===== src/rtl/mux_scan_pkg.sv =====
// Shared widths, state encoding and parity helper for the mux8_1 scan serializer.
package mux_scan_pkg;
   localparam int SEL_W  = 3;
   localparam int WORD_W = 8;
   localparam int DIV_W  = 8;

   localparam logic [SEL_W-1:0] SEL_LAST = '1;

   typedef enum logic [1:0] {
      ST_IDLE = 2'd0,
      ST_SEND = 2'd1,
      ST_PAR  = 2'd2,
      ST_DONE = 2'd3
   } state_e;

   function automatic logic even_parity(input logic [WORD_W-1:0] word);
      return ^word;
   endfunction
endpackage


===== src/rtl/mux8_1.sv =====
// 8:1 selector; {a,b,c} = n routes d(n+1) to e, a is the select MSB.
module mux8_1 (
   input  logic d1,
   input  logic d2,
   input  logic d3,
   input  logic d4,
   input  logic d5,
   input  logic d6,
   input  logic d7,
   input  logic d8,
   input  logic a,
   input  logic b,
   input  logic c,
   output logic e
);
   always_comb begin
      e = 1'b0;
      case ({a, b, c})
         3'd0: e = d1;
         3'd1: e = d2;
         3'd2: e = d3;
         3'd3: e = d4;
         3'd4: e = d5;
         3'd5: e = d6;
         3'd6: e = d7;
         3'd7: e = d8;
         default: e = 1'b0;
      endcase
   end
endmodule


===== src/rtl/mux8_scan_serializer.sv =====
// Parallel-to-serial front end driving mux8_1 select lines, LSB first, DIV cycles per bit.
// Optional even-parity ninth bit when MUX_SCAN_PARITY_EN is defined.
//
//   state   | meaning
//   --------+-------------------------------------------------------------
//   IDLE    | load_ready high, waiting for load_valid to capture din
//   SEND    | select counter steps 0..7, mux output on ser_out
//   PAR     | even-parity bit on ser_out for DIV cycles (parity builds only)
//   DONE    | one-cycle done pulse, then back to IDLE
module mux8_scan_serializer
   import mux_scan_pkg::*;
#(
   parameter int unsigned DIV = 1
) (
   input  logic              clk,
   input  logic              rst,
   input  logic [WORD_W-1:0] din,
   input  logic              load_valid,
   output logic              load_ready,
   output logic              a,
   output logic              b,
   output logic              c,
   output logic              ser_out,
   output logic              ser_valid,
   output logic              busy,
   output logic              done
);
   localparam logic [DIV_W-1:0] DIV_LAST = DIV_W'(DIV - 1);

   state_e             state_q, state_d;
   logic [SEL_W-1:0]   sel_q, sel_d;
   logic [DIV_W-1:0]   div_q, div_d;
   logic [WORD_W-1:0]  data_q, data_d;
   logic               div_wrap;
   logic               mux_e;

   assign div_wrap   = (div_q == DIV_LAST);
   assign load_ready = (state_q == ST_IDLE) && !rst;
   assign a          = sel_q[2];
   assign b          = sel_q[1];
   assign c          = sel_q[0];

   always_ff @(posedge clk) begin
      if (rst) begin
         state_q <= ST_IDLE;
         sel_q   <= '0;
         div_q   <= '0;
         data_q  <= '0;
      end else begin
         state_q <= state_d;
         sel_q   <= sel_d;
         div_q   <= div_d;
         data_q  <= data_d;
      end
   end

   always_comb begin
      state_d = state_q;
      sel_d   = sel_q;
      div_d   = div_q;
      data_d  = data_q;
      case (state_q)
         ST_IDLE: begin
            if (load_valid && load_ready) begin
               data_d  = din;
               sel_d   = '0;
               div_d   = '0;
               state_d = ST_SEND;
            end
         end
         ST_SEND: begin
            if (div_wrap) begin
               div_d = '0;
               // select holds at 7 after the last bit so it never wraps mid-frame
               if (sel_q == SEL_LAST) begin
`ifdef MUX_SCAN_PARITY_EN
                  state_d = ST_PAR;
`else
                  state_d = ST_DONE;
`endif
               end else begin
                  sel_d = sel_q + SEL_W'(1);
               end
            end else begin
               div_d = div_q + DIV_W'(1);
            end
         end
`ifdef MUX_SCAN_PARITY_EN
         ST_PAR: begin
            if (div_wrap) begin
               div_d   = '0;
               state_d = ST_DONE;
            end else begin
               div_d = div_q + DIV_W'(1);
            end
         end
`endif
         ST_DONE: state_d = ST_IDLE;
         default: state_d = ST_IDLE;
      endcase
   end

   mux8_1 u_mux (
      .d1 (data_q[0]),
      .d2 (data_q[1]),
      .d3 (data_q[2]),
      .d4 (data_q[3]),
      .d5 (data_q[4]),
      .d6 (data_q[5]),
      .d7 (data_q[6]),
      .d8 (data_q[7]),
      .a  (sel_q[2]),
      .b  (sel_q[1]),
      .c  (sel_q[0]),
      .e  (mux_e)
   );

   always_comb begin
      ser_out   = 1'b0;
      ser_valid = 1'b0;
      busy      = 1'b0;
      done      = 1'b0;
      case (state_q)
         ST_SEND: begin
            ser_out   = mux_e;
            ser_valid = 1'b1;
            busy      = 1'b1;
         end
`ifdef MUX_SCAN_PARITY_EN
         ST_PAR: begin
            ser_out   = even_parity(data_q);
            ser_valid = 1'b1;
            busy      = 1'b1;
         end
`endif
         ST_DONE: done = 1'b1;
         default: ;
      endcase
   end
endmodule


===== config.mk =====
export PLATFORM = sky130hd
export DESIGN_NAME = mux8_scan_serializer
export DESIGN_NICKNAME = d
export VERILOG_FILES = /design/src/rtl/mux_scan_pkg.sv /design/src/rtl/mux8_1.sv /design/src/rtl/mux8_scan_serializer.sv
export SDC_FILE = /design/constraint.sdc
export NUM_CORES = 1
export LEC_CHECK = 0
export CAP_MARGIN = 20
export CORE_MARGIN = 1.5
export CORE_UTILIZATION = 52
export DETAILED_ROUTE_END_ITERATION = 16
export PLACE_DENSITY = 0.81
export RECOVER_POWER = 50
export SETUP_SLACK_MARGIN = 0.15
export SLEW_MARGIN = 10
export SYNTH_ARGS = -nofsm -noshare
export SYNTH_HDL_FRONTEND = slang
export SYNTH_SLANG_ARGS = --single-unit
export TNS_END_PERCENT = 10

===== constraint.sdc =====
create_clock -name clk -period 2.88 [get_ports clk]
set_clock_uncertainty 0.2 [all_clocks]
set_input_delay 0.864 -clock clk [delete_from_list [all_inputs] [get_ports clk]]
set_output_delay 0.864 -clock clk [all_outputs]
set_load 0.02 [all_outputs]

-- After elaboration in Yosys (flattened, before gate mapping)
Index checks and enable logic that the tools add are counted.
- register bits after elaboration: 21
- input port bits: 11
- output and inout bits: 8
- logic and storage cells: 45
- add/sub/neg operators: 2
- equality and inequality tests: 13
- multiplexer cells: 15
- reductions and logical operators: 11
- operators with widths (operator ; count):
    $mux 8 ; 2
    $pmux 8 s2 ; 1
    $eq 3x3->1 const B ; 4
    $mux 3 ; 3
    $add 8x1->8 const B ; 1
    $logic_not 8->1 ; 1
    $pmux 1 s8 ; 1
    $eq 3x2->1 const B ; 2
    $mux 2 ; 3
    $ne 2x2->1 const B ; 3
    $pmux 3 s2 ; 1
    $pmux 2 s2 ; 1
    $reduce_and 2->1 ; 2
    $reduce_and 4->1 ; 1
    $add 3x1->3 const B ; 1
    $eq 3x1->1 const B ; 1
    $logic_not 3->1 ; 1
    $mux 1 ; 3
    $reduce_and 3->1 ; 1
    $eq 2x1->1 const B ; 1
    $eq 2x2->1 const B ; 1
    $logic_and 1x1->1 ; 2
    $logic_not 2->1 ; 1
    $ne 2x1->1 const B ; 1
    other kinds (2) ; 2

-- Depth between registers and ports, before layout
Gate-level depths: netlist (run 1).
- word-level depth: 5
- depth in mapped cells: 7
- depth with buffers taken out: 6

-- Modules after synthesis
A second synthesis (run 1) with hierarchy kept.
- cell total of the unflattened synthesis: 118
- area total of the unflattened synthesis: 1094.8 µm²
- by module, submodules not included (module ; times used ; cells an instance ; area an instance (µm²) ; seq. area each (µm²)):
    mux8_scan_serializer ; 1 ; 115 ; 1031.0 ; 420.4
    mux8_1 ; 1 ; 3 ; 63.8 ; 0.0

-- Worst setup path after synthesis (run 1)
No wires, ideal clock.
- path type: reg2out
- from: reg sel_q[0]
- to: out ser_out
- arrival: 1.953 ns
- data required time: 1.816 ns
- setup slack: -0.137 ns
- stages on the path, launching flop included: 7
- path buffers: 0
- cell sequence: dfxtp_1 > ha_1 > ha_1 > or4b_1 > a21oi_1 > o21ai_0 > a31oi_1
- longest elaborated chain between the ends: 3
- elaborated cells between the ends (all ways): 10
- classes of those cells: eq/ne: 7; mux: 2; reduce/logical: 1
- RTL lines (what ; RTL line ; RTL):
    start: declaration ; mux8_scan_serializer.sv:31 ; logic [SEL_W-1:0] sel_q, sel_d;
    start signal: assignment ; mux8_scan_serializer.sv:51 ; sel_q <= sel_d;
    $eq 3x3->1 (tied with other cells) ; mux8_1.sv:18 ; case ({a, b, c})
    $pmux 1 s8 (*) ; mux8_1.sv:18 ;
    $mux 1 (*) ; mux8_scan_serializer.sv:123 ; case (state_q)
    end: declaration ; mux8_scan_serializer.sv:23 ; output logic ser_out,
Every way passes the cells marked *; elsewhere a longest branch is shown, timed or not.

-- Worst setup path after layout (run 1)
- from: reg sel_q[1]
- to: out ser_out
The elaborated chain is that of the path after synthesis.

==> flow_metrics.py, run 1 <==
metrics = {
    "yosys": {
        "synthAdderAreaFrac_pct": 8.61,
        "synth_cells": 140,
        "yosys.area_share.simple_pct": 26.7,
        "ys_async_sr_fraction_pct": 0,
        "synthFlopType": "dfxtp_1",
        "synthDistinctLibCells": 36,
        "synth_enable_flop_cells": 0,
        "synth_top_area_share_pct": 36.2,
        "synth_area_leaders": "dfxtp_1 (36%), ha_1 (8.6%), nand2_1 (7.8%)",
        "synth_xor_area_share_pct": 0.753,
        "synth_top_family_by_area": "simple AND/OR/NAND/NOR gates",
        "yosys.area.top_type": "dfxtp_1",
        "syn_avg_cell_area_um2": 8.30,
        "syn-cell-area_um2": 1160,
        "synth.net_count": 159,
        "yosysMostFrequentCell": "nand2_1",
        "ys_warn_count": 0,
        "synth_common_cells": "nand2_1 (24), dfxtp_1 (21), a21oi_1 (15)",
        "synthMuxAreaShare_pct": 4.52,
        "ys_ff_latch": 21,
        "yosysSeqAreaShare_pct": 36.2,
        "synth_compound_gate_area_share_pct": 17.2,
    },
    "floorplan": {
        "rows": 16,
        "fp.dieW_um": 50.3,
        "core_area_um2": 2040,
        "die_y_um": 50.3,
        "start_util_pct": 56.9,
        "die_area_um2": 2530,
        "pin_count": 19,
    },
    "timing": {
        "finalSetupTns_ns": -0.426,
        "worstMarginPinSlew_ns": 0.990,
        "worst_slack_ns": -0.226,
        "hold_ws_ns": 0.269,
        "rsz0062_at_grt": "true",
        "relSlewSlack_pct": 34.0,
        "finalSetupViolations": 8,
        "period_needed_ns": 3.11,
        "fin_crit_sh_pct": 108,
        "fmax_ghz": 0.322,
        "hold_viol_final": 0,
        "finalMaxSlewViolations": 0,
    },
    "cts": {
        "clk-insertion-delay-late_ns": 0.31,
        "clk_pin_slew_ns": 0.12,
        "cts_buffers": 3,
        "root_buffer": "clkbuf_4",
        "cts_buffer_depth": 2,
        "cts_tree": "yes",
        "clkSinkCount": 21,
        "htree_levels": 1,
        "holdBufCountCts": 0,
    },
    "finish": {
        "drive_gt1_share_pct": 19.5,
        "num-nets-final": 184,
        "fillers": 171,
        "finalNonFillerCells": 191,
        "area_delta_synth_final_pct": 28.1,
        "diodes": 0,
    },
    "run_status": {
        "violations": "negative setup slack",
        "outcome": "finished with violations",
    },
    "detailed_routing": {
        "drt-initial-drc-count": 25,
        "drc": 0,
        "drt_pass1_iterations": 4,
        "wl_per_cell_um": 13.7,
        "antenna_left": 0,
        "vias": 1045,
        "vias_per_cell": 5.47,
        "routed_wl_um": 2620,
    },
    "power_and_ir_drop": {
        "p_leak_uw": 0.000573,
        "totalPowerFinal_uw": 525,
        "cellPowerDensity_nw_per_um2": 353,
        "ir_worst_vdd_mv": 0.359,
    },
    "place": {
        "portBuffers": 18,
        "gp_congestion": 0.873,
        "pre_cts_slack_ns": -0.355,
        "dp_hpwl_um": 1940,
        "placedCellCount": 185,
    },
    "critical_path": {
        "critPathCaptureType": "output port",
        "start_kind": "flop",
        "criticalPathCategory": "flop to output port",
        "required_ns": 1.82,
        "cp_max_fo": 2,
        "arrival_ns": 2.04,
    },
    "min_path": {
        "hp-class": "flop to flop",
    },
    "global_route": {
        "grt_pass1_wl_um": 4470,
        "grt_max_degree": 23,
        "grt_overflow_total": 0,
        "grt_pass1_vias": 1033,
        "grtUsageTotal_pct": 23.4,
        "antenna_found_initial": 0,
    },
    "run": {
        "max_cap_viol_count": 0,
    },
}
## cells by family (layout without fill, tap and decap cells)
logic type,after synthesis,after routing
compound gates,33,33
xor+xnor,1,1
fa+ha+maj,8,8
buf+inv,16,40
flops,21,21
mux,5,5
simple gates,56,56
## placed cells by master, fill, tap and decap left out, types with 2 or more instances in the layout
cell,Yosys,routed
nand2b_1,2,2
clkdlybuf4s50_1,0,13
nor3_1,2,2
ha_4,0,3
nand3_1,3,3
a41oi_1,2,2
and3_1,2,2
inv_1,8,8
nand2_1,24,24
ha_1,8,4
a21oi_1,15,14
a31oi_1,4,3
o21bai_1,2,2
o21ai_0,6,5
nor2_1,12,12
dfxtp_2,0,2
clkbuf_4,0,3
mux2i_1,3,3
dfxtp_4,0,2
dlygate4sd2_1,0,2
dfxtp_1,21,17
buf_4,1,10
## cell type report
cell class                      count  area (µm²)  area share [%]
Clock buffer                        3        22.5            1.51
Clock inverter                      1        5.00           0.336
Inverter                            8        30.0            2.02
Multi-Input combinational cell    103         726            48.7
Sequential cell                    21         430            28.9
Tap cell                           27        33.8            2.27
Timing Repair Buffer               28         241            16.2
## per-stage QoR
stage                     util (%)  instance area, µm²
final                         72.9                1490
after global routing          72.9                1490
after CTS                     73.0                1490
after detailed placement      70.3                1440
after global placement        70.3                1440
after floorplan                  -                1200
## repair_timing
| action | 4_1_cts | 5_1_grt |
|---|---|---|
| pin swaps | 1 | 0 |
| gates cloned | 0 | 0 |
| resized for setup | 17 | 1 |
| endpoints found under the setup margin | 4 | 1 |
| buffers inserted | 2 | 0 |
## report_power, final
part	leakage (µW)	internal (µW)	total [µW]	switching (µW)
registers	0.000173	297	304	6.54
clock network	0.0000177	51.9	141	89.0
logic	0.000382	38.0	80.4	42.3
## metal layers
layer	track usage, %	vias to the layer above	routed length (µm)
li1	-	534	-
met1	28.8	479	1190
met2	40.6	30	1260
met3	7.44	2	149
met4	2.78	0	14
met5	0	-	0
## worst paths after layout
| path | from | to | cells past startpoint | slack (ns) |
|---|---|---|---|---|
| max | sel_q[1] | ser_out | 7 | -0.23 |
| min reg2reg | data_q[0] | data_q[0] | 2 | 0.27 |
| max reg2reg | sel_q[1] | sel_q[2] | 7 | 0.97 |
| min | data_q[0] | data_q[0] | 2 | 0.27 |
## critical path: stages (launching register included)
cell,delay (ns)
dfxtp_4,0.37
ha_4,0.18
ha_4,0.16
or4b_4,0.52
a21oi_2,0.12
o21ai_1,0.09
a31oi_2,0.13
buf_4,0.16
## flip-flops by register name (all words and copies together), names as in the netlist
name / flops
div_q: 8
data_q: 8
sel_q: 3
state_q: 2
Power figures use the tool's default switching activity.
==> inputs of run 2 (changes only) <==
- CORE_UTILIZATION: 52 -> 55
- DONT_BUFFER_PORTS: default -> 1
- MAX_ROUTING_LAYER: default -> met4
- PLACE_DENSITY: 0.81 -> 0.73
==> run 2 against run 1 <==
Net effect:
- the run still ends with negative setup slack left
- sequential power about the same
- register-to-register slack got worse by 0.58 ns
- maximum frequency decreased by 0.31%
- first-iteration DRC count decreased by 16%
- global-route usage decreased by 2.0 points
- hold slack got worse by 0.016 ns
- non-clock buffer count decreased by 23
- via count decreased by 8.8%
- sequential share of layout area increased by 4.7 points
- largest cell class unchanged
==> flow_metrics.py, run 2 (same netlist as run 1, synthesis figures left out) <==
metrics = {
    "cts": {
        "clkSinkCount": 21,
        "cts_buffers": 3,
        "cts_buffer_depth": 2,
        "root_buffer": "clkbuf_4",
        "holdBufCountCts": 0,
        "clk_pin_slew_ns": 0.12,
        "cts_tree": "yes",
        "clk-insertion-delay-late_ns": 0.31,
        "htree_levels": 1,
    },
    "run_status": {
        "violations": "negative setup slack",
        "outcome": "finished with violations",
    },
    "power_and_ir_drop": {
        "cellPowerDensity_nw_per_um2": 395,
        "p_clk_share_pct": 29.5,
        "p_sw_uw": 134,
        "ir_worst_vdd_mv": 0.269,
        "swShare_pct": 26.6,
        "p_leak_uw": 0.000459,
        "pwr-share-comb_pct": 10.2,
        "intPower_uw": 371,
        "p_seq_share_pct": 60.3,
    },
    "finish": {
        "final_area_um2": 1280,
        "num-nets-final": 161,
        "fillers": 175,
        "drive_gt1_share_pct": 16.3,
        "finalNonFillerCells": 168,
        "final_util_pct": 64.5,
        "diodes": 0,
        "layout_common_cells": "nand2_1 (24), dfxtp_1 (18), a21oi_1 (14), nor2_1 (12), inv_1 (8)",
        "largestRegisters": "data_q x8, div_q x8, sel_q x3",
        "layout_commonest_cell": "nand2_1",
        "area_delta_synth_final_pct": 9.90,
    },
    "critical_path": {
        "crit_path_start": "sel_q[1]",
        "arrival_ns": 2.05,
        "crit_end": "ser_out",
        "r2r-start": "div_q[0]",
        "regToRegSetupSlack_ns": 0.39,
        "rr_worst_depth": 6,
        "required_ns": 1.82,
        "critPathCaptureType": "output port",
        "regToRegEndpoint": "sel_q[2]",
        "criticalPathCategory": "flop to output port",
        "cp_max_fo": 4,
        "start_kind": "flop",
    },
    "timing": {
        "worst_slack_ns": -0.235,
        "relSlewSlack_pct": 23.7,
        "hold_viol_final": 0,
        "finalSetupTns_ns": -0.235,
        "rsz0062_at_grt": "true",
        "period_needed_ns": 3.12,
        "finalMaxSlewViolations": 0,
        "finalSetupViolations": 1,
        "fmax_ghz": 0.321,
        "fin_crit_sh_pct": 108,
        "worstMarginPinSlew_ns": 1.13,
    },
    "run": {
        "max_cap_viol_count": 0,
    },
    "place": {
        "placedCellCount": 163,
        "dp_hpwl_um": 1650,
        "gp_congestion": 0.846,
        "post_dp_cell_area_um2": 1230,
        "portBuffers": 0,
    },
    "floorplan": {
        "pin_count": 19,
        "fp.dieW_um": 49.0,
        "start_util_pct": 58.6,
        "core_area_um2": 1980,
        "die_y_um": 49.0,
        "die_area_um2": 2400,
        "rows": 16,
    },
    "min_path": {
        "hp-class": "flop to flop",
        "whs_path_depth": 2,
        "min-delay-start": "data_q[1]",
    },
    "global_route": {
        "grt_pass1_wl_um": 3850,
        "grt_pass1_vias": 868,
        "grtUsageTotal_pct": 21.3,
        "grt_max_degree": 24,
        "antenna_found_initial": 0,
        "grt_overflow_total": 0,
    },
    "detailed_routing": {
        "vias_per_cell": 5.67,
        "drt_pass1_iterations": 6,
        "routed_wl_um": 2330,
        "vias": 953,
        "drt-initial-drc-count": 21,
        "wl_per_cell_um": 13.8,
        "drc": 0,
        "antenna_left": 0,
    },
}
## run 2: per-stage QoR
step           power [µW]  hold slack (ns)  worst slack [ns]
4_1_cts               505            0.257            -0.227
5_1_grt               520            0.282            -0.291
6_report              505            0.253            -0.235
3_3_place_gp          357            0.236             0.115
3_5_place_dp          358            0.240             0.103
2_1_floorplan         352            0.231             0.160
## run 2: layout make-up
cell class                      count  area (µm²)  area share [%]
Clock buffer                        4        26.3            2.06
Inverter                            8        30.0            2.35
Multi-Input combinational cell    103         721            56.4
Sequential cell                    21         429            33.6
Tap cell                           27        33.8            2.64
Timing Repair Buffer                5        37.5            2.94
## run 2: timing repair
action,in CTS,in global routing
setup endpoints to repair,1,1
endpoints found under the hold margin,0,0
gates resized for setup,2,4
setup buffers,0,1
pin swaps,0,3
## run 2: worst max-delay path, cell delays in order, from the launching register on
cell and delay (ns):
dfxtp_4 0.40, ha_4 0.18, ha_4 0.15, or4b_4 0.53
a21oi_2 0.13, o21ai_2 0.09, a31oi_4 0.25
## run 2: metal layers
metal | global-route usage [%] | vias up | part of all wire (%) | routed length, µm
li1 | - | 488 | - | -
met2 | 33.1 | 17 | 46 | 1070
met1 | 27.7 | 444 | 49 | 1140
met3 | 3.68 | 4 | 3.4 | 80
met4 | 8.57 | 0 | 1.5 | 34
met5 | - | - | 0 | 0
## run 2: power by group through the flow
| stage | registers [µW] | logic (µW) | clock network, µW |
|---|---|---|---|
| 2_1_floorplan | 310 | 41.8 | 0 |
| 3_3_place_gp | 311 | 46.0 | 0 |
| 3_5_place_dp | 311 | 47.4 | 0 |
| 4_1_cts | 304 | 48.8 | 152 |
| 5_1_grt | 306 | 57.4 | 157 |
| 6_report | 305 | 51.6 | 149 |
## run 2: worst min-delay path by stage
stage	end	slack [ns]
after floorplan	data_q[0]	0.23
after detailed placement	data_q[1]	0.24
after global placement	data_q[1]	0.24
final	data_q[1]	0.25
after CTS	data_q[1]	0.26
after global routing	data_q[0]	0.28
==> inputs of run 3 (changes only) <==
- CORE_UTILIZATION: 55 -> 48
- PLACE_DENSITY: 0.73 -> 0.69
==> run 3 against run 2 <==
Net effect:
- the run still ends with negative setup slack left
- global-route usage fell by 0.64 points
- largest power group unchanged
- maximum frequency is essentially flat
- clock power up 3%
- highest routed layer unchanged
- critical endpoint unchanged
- non-clock buffer count is 1 lower
- critical path type unchanged
- core utilization fell by 8.4 points
==> flow_metrics.py, run 3 (same netlist as run 1, synthesis figures left out) <==
metrics = {
    "finish": {
        "layout_common_cells": "nand2_1 (24), dfxtp_1 (18), a21oi_1 (14), nor2_1 (12), inv_1 (7)",
        "largestRegisters": "data_q x8, div_q x8, sel_q x3",
        "drive_gt1_share_pct": 17.1,
        "layout_commonest_cell": "nand2_1",
        "diodes": 0,
        "num-nets-final": 160,
        "area_delta_synth_final_pct": 8.83,
        "fillers": 226,
    },
    "power_and_ir_drop": {
        "ir_worst_vdd_mv": 0.268,
        "cellPowerDensity_nw_per_um2": 401,
        "p_leak_uw": 0.000442,
        "p_sw_uw": 139,
        "pwr-share-comb_pct": 9.9,
        "p_clk_share_pct": 30.0,
        "p_seq_share_pct": 60.0,
        "swShare_pct": 27.4,
        "intPower_uw": 369,
        "totalPowerFinal_uw": 508,
    },
    "global_route": {
        "grt_overflow_total": 0,
        "grt_pass1_vias": 886,
        "grt_pass1_wl_um": 4040,
        "grt_max_degree": 24,
        "antenna_found_initial": 0,
        "grtUsageTotal_pct": 20.7,
    },
    "critical_path": {
        "slowest_stage": "or4b_4",
        "required_ns": 1.82,
        "regToRegSetupSlack_ns": 0.48,
        "cp_max_fo": 4,
        "start_kind": "flop",
        "rr_worst_depth": 6,
        "critPathCaptureType": "output port",
        "crit_chain": "ha_4 -> ha_2 -> or4b_4 -> a21oi_2 -> o21ai_2 -> a31oi_4",
        "crit_path_max_incr_delay_ns": 0.51,
        "arrival_ns": 2.05,
        "criticalPathCategory": "flop to output port",
    },
    "run": {
        "max_cap_viol_count": 0,
    },
    "floorplan": {
        "fp.dieW_um": 52.2,
        "die_y_um": 52.2,
        "rows": 17,
        "die_area_um2": 2730,
        "pin_count": 19,
        "core_area_um2": 2250,
        "start_util_pct": 51.6,
    },
    "run_status": {
        "violations": "negative setup slack",
        "outcome": "finished with violations",
    },
    "timing": {
        "rsz0062_at_grt": "true",
        "period_needed_ns": 3.11,
        "hold_viol_final": 0,
        "worstMarginPinSlew_ns": 1.43,
        "fmax_ghz": 0.321,
        "hold_ws_ns": 0.262,
        "worst_slack_ns": -0.233,
        "finalSetupViolations": 1,
        "relSlewSlack_pct": 3.36,
        "finalMaxSlewViolations": 0,
        "fin_crit_sh_pct": 108,
    },
    "cts": {
        "clk-insertion-delay-late_ns": 0.32,
        "holdBufCountCts": 0,
        "cts_buffers": 3,
        "root_buffer": "clkbuf_4",
        "clk_pin_slew_ns": 0.13,
        "clkSinkCount": 21,
        "cts_tree": "yes",
        "cts_buffer_depth": 2,
        "htree_levels": 1,
    },
    "detailed_routing": {
        "wl_per_cell_um": 13.9,
        "antenna_left": 0,
        "drt-initial-drc-count": 26,
        "vias": 940,
        "drt_pass1_iterations": 6,
        "routed_wl_um": 2340,
        "vias_per_cell": 5.60,
        "drc": 0,
    },
    "place": {
        "gp_congestion": 0.809,
        "dp_hpwl_um": 1710,
        "portBuffers": 0,
    },
    "min_path": {
        "hp-class": "flop to flop",
        "whs_path_depth": 2,
    },
}
[run 3: cell types whose count changed in the layout (fill, tap and decap cells not counted), sizes merged]
| cell | previous run | this run |
|---|---|---|
| inv | 8 | 7 |
| clkinvlp | 0 | 2 |
| buf | 5 | 4 |
| clkbuf | 4 | 3 |
[run 3: critical path: cells and delay by family, from the launching register on]
| family | cells | cell delay [ns] |
|---|---|---|
| AND/OR/NAND/NOR | 1 | 0.51 |
| flip-flops | 1 | 0.41 |
| adder cells (fa/ha/maj) | 2 | 0.35 |
| AO/OA/AOI/OAI | 3 | 0.46 |
[run 3: per-stage QoR]
| step | utilization (%) | setup WS (ns) | std cells | instance area, µm² | setup TNS, ns |
|---|---|---|---|---|---|
| floorplan | - | 0.160 | 140 | 1200 | 0 |
| global placement | 54.1 | 0.119 | 163 | 1220 | 0 |
| detailed placement | 54.1 | 0.109 | 163 | 1220 | 0 |
| CTS | 55.8 | -0.237 | 167 | 1260 | -0.237 |
| global route | 56.1 | -0.294 | 168 | 1260 | -0.294 |
| finish | 56.1 | -0.233 | 168 | 1260 | -0.233 |
[run 3: area by class of cell]
class,count,area (µm²),area share [%]
clock buffers,3,22.5,1.78
clock inverters,1,7.51,0.593
inverters,8,33.8,2.67
multi-input cells,103,707,55.9
flip-flops and latches,21,429,33.9
well taps,28,35.0,2.77
repair buffers,4,30.0,2.37
[run 3: path summary, 6_finish.rpt]
kind,start,end
max,sel_q[1],ser_out
min,data_q[2],data_q[2]
max reg2reg,div_q[0],div_q[5]
min reg2reg,data_q[2],data_q[2]
[run 3: repair_timing]
item | in CTS | in global routing
buffers inserted | 0 | 1
pin swaps | 0 | 2
gates resized for setup | 1 | 6
gates cloned | 0 | 0
endpoints found under the setup margin | 1 | 3
[run 3: layer usage]
layer	share of wire [%]	global-route usage (%)	wire, µm	vias to the layer above
met5	0	-	0	-
li1	-	-	-	489
met3	4.7	4.29	111	5
met2	42	28.9	991	17
met4	2.0	8.97	46	0
met1	51	28.9	1190	429
[run 3: power by group through the flow]
stage | combinational [µW] | clock [µW] | sequential (µW)
global route | 56.3 | 164 | 306
detailed placement | 45.8 | 0 | 311
floorplan | 41.8 | 0 | 310
CTS | 47.4 | 156 | 305
global placement | 45.6 | 0 | 311
finish | 50.3 | 153 | 305
